<file path="config.mk">
export PLATFORM = sky130hd
export DESIGN_NAME = dds_mixer_core
export DESIGN_NICKNAME = d
export VERILOG_FILES = /design/src/rtl/dds_mixer_core.sv
export SDC_FILE = /design/constraint.sdc
export NUM_CORES = 1
export LEC_CHECK = 0
export ABC_AREA = 1
export BUFFER_PORTS_ARGS = -buffer_cell sky130_fd_sc_hd__buf_2
export CAP_MARGIN = 20
export CORE_MARGIN = 2
export CORE_UTILIZATION = 30
export DETAILED_ROUTE_END_ITERATION = 6
export PLACE_DENSITY_LB_ADDON = 0.3
export SYNTH_ARGS = -nofsm -noshare
export SYNTH_HDL_FRONTEND = slang
export SYNTH_HIERARCHICAL = 1
export SYNTH_SLANG_ARGS = --single-unit
</file>
<file path="constraint.sdc">
create_clock -name clk -period 7.3 [get_ports clk]
set_clock_uncertainty 0.15 [all_clocks]
set_input_delay 0.73 -clock clk [delete_from_list [all_inputs] [get_ports clk]]
set_output_delay 0.73 -clock clk [all_outputs]
set_load 0.005 [all_outputs]
</file>
<file path="src/rtl/dds_mixer_core.sv">
// Multi-channel DDS core: per-channel phase accumulators and waveform selection,
// scaled and summed, optionally mixed with an external operand, saturated to offset-binary.

module sine_lookup (
  input  logic [7:0] i_idx,
  output logic [7:0] o_sample
);

  // Quarter wave of round(127 * sin(2*pi*k/256)) for k = 0..64.
  localparam logic [6:0] QUARTER [0:64] = '{
    7'd0,   7'd3,   7'd6,   7'd9,   7'd12,  7'd16,  7'd19,  7'd22,  7'd25,  7'd28,
    7'd31,  7'd34,  7'd37,  7'd40,  7'd43,  7'd46,  7'd49,  7'd51,  7'd54,  7'd57,
    7'd60,  7'd63,  7'd65,  7'd68,  7'd71,  7'd73,  7'd76,  7'd78,  7'd81,  7'd83,
    7'd85,  7'd88,  7'd90,  7'd92,  7'd94,  7'd96,  7'd98,  7'd100, 7'd102, 7'd104,
    7'd106, 7'd107, 7'd109, 7'd111, 7'd112, 7'd113, 7'd115, 7'd116, 7'd117, 7'd118,
    7'd120, 7'd121, 7'd122, 7'd122, 7'd123, 7'd124, 7'd125, 7'd125, 7'd126, 7'd126,
    7'd126, 7'd127, 7'd127, 7'd127, 7'd127
  };

  logic [6:0] w_addr;
  logic [6:0] w_mag;

  always_comb begin
    w_addr   = i_idx[6] ? (7'd64 - {1'b0, i_idx[5:0]}) : {1'b0, i_idx[5:0]};
    w_mag    = QUARTER[w_addr];
    o_sample = i_idx[7] ? (8'd0 - {1'b0, w_mag}) : {1'b0, w_mag};
  end

endmodule

module dds_mixer_core #(
  parameter  int NCH     = 2,
  parameter  int PHASE_W = 16,
  parameter  int AMP_W   = 8,
  localparam int CH_W    = (NCH > 1) ? $clog2(NCH) : 1
) (
  input  logic               clk,
  input  logic               rst,
  input  logic               tick,
  input  logic               cfg_we,
  input  logic [CH_W-1:0]    cfg_ch,
  input  logic [1:0]         cfg_sel,
  input  logic [PHASE_W-1:0] cfg_data,
  input  logic               mix_en,
  input  logic [7:0]         mix_in,
  output logic [7:0]         dac_out,
  output logic               dac_valid,
  output logic               sat_flag
);

  localparam int PROD_W = 9 + AMP_W;
  localparam int SUM_W  = 8 + CH_W + 1;
  localparam int MIX_W  = SUM_W + 8;
  localparam int M_W    = SUM_W + 1;

  logic [PHASE_W-1:0] r_ftw  [NCH];
  logic [PHASE_W-1:0] r_poff [NCH];
  logic [PHASE_W-1:0] r_acc  [NCH];
  logic [AMP_W-1:0]   r_amp  [NCH];
  logic [1:0]         r_mode [NCH];

  logic [7:0]         r_s1_idx  [NCH];
  logic [1:0]         r_s1_mode [NCH];
  logic [AMP_W-1:0]   r_s1_amp  [NCH];
  logic [7:0]         r_s2_wave [NCH];
  logic [AMP_W-1:0]   r_s2_amp  [NCH];
  logic [7:0]         r_s3_term [NCH];
  logic [M_W-1:0]     r_s4_m;
  logic               r_s1_vld, r_s2_vld, r_s3_vld, r_s4_vld;

  logic [7:0]         w_idx   [NCH];
  logic [7:0]         w_sine  [NCH];
  logic [6:0]         w_tri   [NCH];
  logic [7:0]         w_wave  [NCH];
  logic [PROD_W-1:0]  w_prod  [NCH];
  logic [SUM_W-1:0]   w_sum;
  logic [MIX_W-1:0]   w_mix_prod;
  logic [M_W-8:0]     w_hi;
  logic               w_clip;
  logic [7:0]         w_sat;

  // Config registers and accumulators. A control-register clear is written after the
  // tick update so the later non-blocking assignment wins when both land together.
  always_ff @(posedge clk or posedge rst) begin
    if (rst) begin
      for (int c = 0; c < NCH; c++) begin
        r_ftw[c]  <= '0;
        r_poff[c] <= '0;
        r_acc[c]  <= '0;
        r_amp[c]  <= '0;
        r_mode[c] <= '0;
      end
    end else begin
      for (int c = 0; c < NCH; c++) begin
        if (tick) r_acc[c] <= r_acc[c] + r_ftw[c];
        if (cfg_we && (int'(cfg_ch) == c)) begin
          case (cfg_sel)
            2'd0: r_ftw[c]  <= cfg_data;
            2'd1: r_poff[c] <= cfg_data;
            2'd2: r_amp[c]  <= cfg_data[AMP_W-1:0];
            default: begin
              r_mode[c] <= cfg_data[1:0];
              if (cfg_data[2]) r_acc[c] <= '0;
            end
          endcase
        end
      end
    end
  end

  for (genvar g = 0; g < NCH; g++) begin : g_sine
    sine_lookup u_sine (
      .i_idx    (r_s1_idx[g]),
      .o_sample (w_sine[g])
    );
  end

  // NOTE: always_comb uses blocking assignments with every output given a value on
  // every path, so the running sum below builds combinationally without a latch.
  always_comb begin
    w_sum = '0;
    for (int c = 0; c < NCH; c++) begin
      w_idx[c] = 8'((r_acc[c] + r_poff[c]) >> (PHASE_W - 8));
      w_tri[c] = r_s1_idx[c][7] ? ~r_s1_idx[c][6:0] : r_s1_idx[c][6:0];
      case (r_s1_mode[c])
        2'd0:    w_wave[c] = w_sine[c];
        2'd1:    w_wave[c] = r_s1_idx[c][7] ? 8'h81 : 8'h7F;
        2'd2:    w_wave[c] = {~r_s1_idx[c][7], r_s1_idx[c][6:0]};
        default: w_wave[c] = {~w_tri[c][6], w_tri[c][5:0], 1'b0};
      endcase
      w_prod[c] = PROD_W'($signed(r_s2_wave[c])) * PROD_W'($signed({1'b0, r_s2_amp[c]}));
      w_sum     = w_sum + {{(SUM_W-8){r_s3_term[c][7]}}, r_s3_term[c]};
    end
    w_mix_prod = MIX_W'($signed(w_sum)) * MIX_W'($signed(mix_in));
    w_hi       = r_s4_m[M_W-1:7];
    w_clip     = ~((&w_hi) | ~(|w_hi));
    w_sat      = w_clip ? (r_s4_m[M_W-1] ? 8'h80 : 8'h7F) : r_s4_m[7:0];
  end

  // NOTE: datapath stage registers carry no reset; only the valid chain and the
  // visible outputs need a defined value after reset.
  always_ff @(posedge clk) begin
    for (int c = 0; c < NCH; c++) begin
      r_s1_idx[c]  <= w_idx[c];
      r_s1_mode[c] <= r_mode[c];
      r_s1_amp[c]  <= r_amp[c];
      r_s2_wave[c] <= w_wave[c];
      r_s2_amp[c]  <= r_s1_amp[c];
      // Bits above AMP_W of the product are the floored >>> AMP_W result.
      r_s3_term[c] <= w_prod[c][AMP_W +: 8];
    end
    r_s4_m <= mix_en ? w_mix_prod[MIX_W-1:7] : {w_sum[SUM_W-1], w_sum};
  end

  always_ff @(posedge clk or posedge rst) begin
    if (rst) begin
      r_s1_vld  <= 1'b0;
      r_s2_vld  <= 1'b0;
      r_s3_vld  <= 1'b0;
      r_s4_vld  <= 1'b0;
      dac_valid <= 1'b0;
      dac_out   <= 8'h80;
      sat_flag  <= 1'b0;
    end else begin
      r_s1_vld  <= tick;
      r_s2_vld  <= r_s1_vld;
      r_s3_vld  <= r_s2_vld;
      r_s4_vld  <= r_s3_vld;
      dac_valid <= r_s4_vld;
      if (r_s4_vld) begin
        dac_out  <= {~w_sat[7], w_sat[6:0]};
        sat_flag <= w_clip;
      end
    end
  end

endmodule

</file>
==> run metrics <==
Max Buffers Root-to-Sink=3; count of cell types in the netlist=57; # Post-CTS Setup Buffers=0; Antenna Cells=0; top-area cell type share of the netlist area=0.165; Worst slew margin=0.335; CTS clk-pin slew, worst paths=roughly 0.060 ns; Wirelength per Cell=~13 um; Top cell by count, worst path=nand2_1; post-synthesis sequential area ratio=0.263; FF+latch count, synth=between 200 and 250; setup_tns=0 ns; Synth Warn #=6; core area=around 64000 um2; Die Span X=about 260 um; ranking of synthesized cells by area=dfrtp_1 17%, fa_1 13%, nand2_1 13%; final hold violations=0; dpl cells=3413; Starting Density=0.303; Area growth, synth to finish=9.31%; outcome=finished clean; Congestion Overflow GR=0; Via density=4.49; share of cells above drive strength 1=0.0668; # H-tree levels=1; Critical Path AT=a little under 6 ns; Final Slew Violations=0; Initial DRC Count=881; MaxCap Viol Count=0; Total GRT Usage=0.137; cell count after synthesis=2579; Num CTS Buffers=24; number of fill cells=6907; non-filler cells, final=3458; post-route ant nets=0; antenna violations before repair=0; Die Y=~260 um; Post-Syn Area=roughly 20000 um2; Final Cycle Share=0.760; cts repair resizes=0; nets=2940; Highest Clock Rate=180 MHz; Req. time, crit path=about 7.6 ns; RePlAce Congestion=between 0.8 and 0.9; hpwl dp=roughly 35 mm; Port Buffers=41; Clk Tree Root Cell=clkbuf_16; final WL=~44 mm; critical path class=reg -> reg; TritonCTS clock tree=done; area leader, netlist=dfrtp_1; vias in the first global route=15400; Pre-Repair DR Iteration Count=6; worst skew pair latency=0.56 ns; syn nets=about 2900; CP max FO=5; DRC viols=0; CTS Hold Buffers Added=0; Worst-Margin Slew=between 0.9 and 1 ns; Mean Syn Cell Area=7.56 um2; element type at the critical path end=register; pin count of the biggest net entering global routing=79; row count=a little over 90; Ports=42; clk sinks=around 220; Final setup viols=0; first-pass GRT wire length=roughly 77 mm; type of origin of the critical path=register; minimum clock period after layout=approximately 5.5 ns; CP max stage delay=about 0.54 ns; DR vias=about 16000; unrepaired setup endpoints after global routing=no; hold crit path type=in -> async; Slowest cell on crit path=fa_1; Die ar.=about 67000 um2
layer usage:
layer / track usage / wire length [um] / vias to the layer above
met5: 0 / 0 / -
met4: 0.0278 / 825 / 0
met3: 0.0164 / 1340 / 45
met2: 0.229 / 20200 / 196
met1: 0.189 / 21900 / 7167
li1: - / - / 8122
state kept, by name, summed over array words and instances, names as in the netlist, 4 cells and up:
| name | cells |
|---|---|
| r_s1_idx | 16 |
| r_s1_amp | 16 |
| r_ftw | 32 |
| r_s4_m | 10 |
| r_s1_mode | 4 |
| r_mode | 4 |
| r_amp | 16 |
| r_s2_wave | 16 |
| r_s3_term | 16 |
| r_s2_amp | 16 |
| r_acc | 32 |
| dac_out | 8 |
| r_poff | 32 |
cell families after synthesis:
group	Yosys count	synth area share
AND/OR/NAND/NOR	1060	0.230
buffers and inverters	528	0.107
AO/OA/AOI/OAI	371	0.109
adder cells (fa/ha/maj)	323	0.257
flip-flops	224	0.263
XOR/XNOR	73	0.0341
critical path: cells and delay by family (launching register included):
| family | cells | cell delay (ns) |
|---|---|---|
| simple gates | 14 | 1.36 |
| xor+xnor | 2 | 0.48 |
| flops | 1 | 0.30 |
| fa+ha+maj | 7 | 2.75 |
| compound gates | 1 | 0.07 |
| buf+inv | 4 | 0.31 |
area by class of cell:
type / instances / area (um2) / area share
clock buffer: 34 / 753 / 0.0353
clock inverter: 10 / 96.3 / 0.00452
inverter: 464 / 1750 / 0.0819
multi-input combinational: 1827 / 12300 / 0.576
sequential: 224 / 5140 / 0.241
tap: 855 / 1070 / 0.0502
timing repair buffer: 44 / 240 / 0.0113
metrics by stage:
stage          worst slack [ns]  hold slack, ns   util  instance area, um2
2_1_floorplan              2.19           0.160      -               19500
3_3_place_gp               1.86           0.160  0.318               20500
3_5_place_dp               1.82           0.162  0.318               20500
4_1_cts                    1.80          0.0663  0.331               21300
5_1_grt                    1.37          0.0868  0.331               21300
6_report                   1.75          0.0557  0.331               21300
Yosys cell counts (all sizes together):
cell and count:
a211oi 3, a21boi 3, a21o 10, a21oi 121, a221oi 1, a31oi 5
a32oi 12, and3 1, buf 18, clkbuf 46, clkinv 3, dfrtp 129
dfstp 1, dfxtp 94, fa 129, ha 194, inv 461, nand2 686
nand3 144, nand3b 6, nand4 16, nor2 179, nor3 11, nor4 3
o2111ai 4, o211a 2, o211ai 6, o21a 3, o21ai 168, o21bai 13
o221ai 2, o22a 1, o22ai 10, o311ai 2, o31ai 5, or2 14
xnor2 37, xor2 36
placed cells by master, fill, tap and decap left out, drive strengths merged, types with 3 or more instances in the layout:
master / Yosys / final
a211oi: 3 / 3
a21boi: 3 / 3
a21o: 10 / 10
a21oi: 121 / 121
a31oi: 5 / 5
a32oi: 12 / 12
buf: 18 / 44
clkbuf: 46 / 34
clkinv: 3 / 7
dfrtp: 129 / 129
dfxtp: 94 / 94
fa: 129 / 129
ha: 194 / 194
inv: 461 / 465
nand2: 686 / 686
nand3: 144 / 144
nand3b: 6 / 6
nand4: 16 / 16
nor2: 179 / 179
nor3: 11 / 11
nor4: 3 / 3
o2111ai: 4 / 4
o211ai: 6 / 6
o21a: 3 / 3
o21ai: 168 / 168
o21bai: 13 / 13
o22ai: 10 / 10
o31ai: 5 / 5
or2: 14 / 14
xnor2: 37 / 37
xor2: 36 / 36
final timing paths:
kind                                       from              end  slack (ns)  depth (start not counted)
worst max-delay path            r_s3_term[0][0]        r_s4_m[7]        1.75                         28
worst min-delay path                        rst        dac_valid        0.06                          2
worst max register to register  r_s3_term[0][0]        r_s4_m[7]        1.75                         28
worst min register to register  r_s1_amp[0][13]  r_s2_amp[0][13]        0.18                          0
max in group asynchronous                   rst        r_acc[26]        5.78                          4
min in group clk                r_s1_amp[0][13]  r_s2_amp[0][13]        0.18                          0
Power is left out: the tool's default activity adds up to more than one toggle a clock period on the data nets, which glitch-free logic cannot reach.
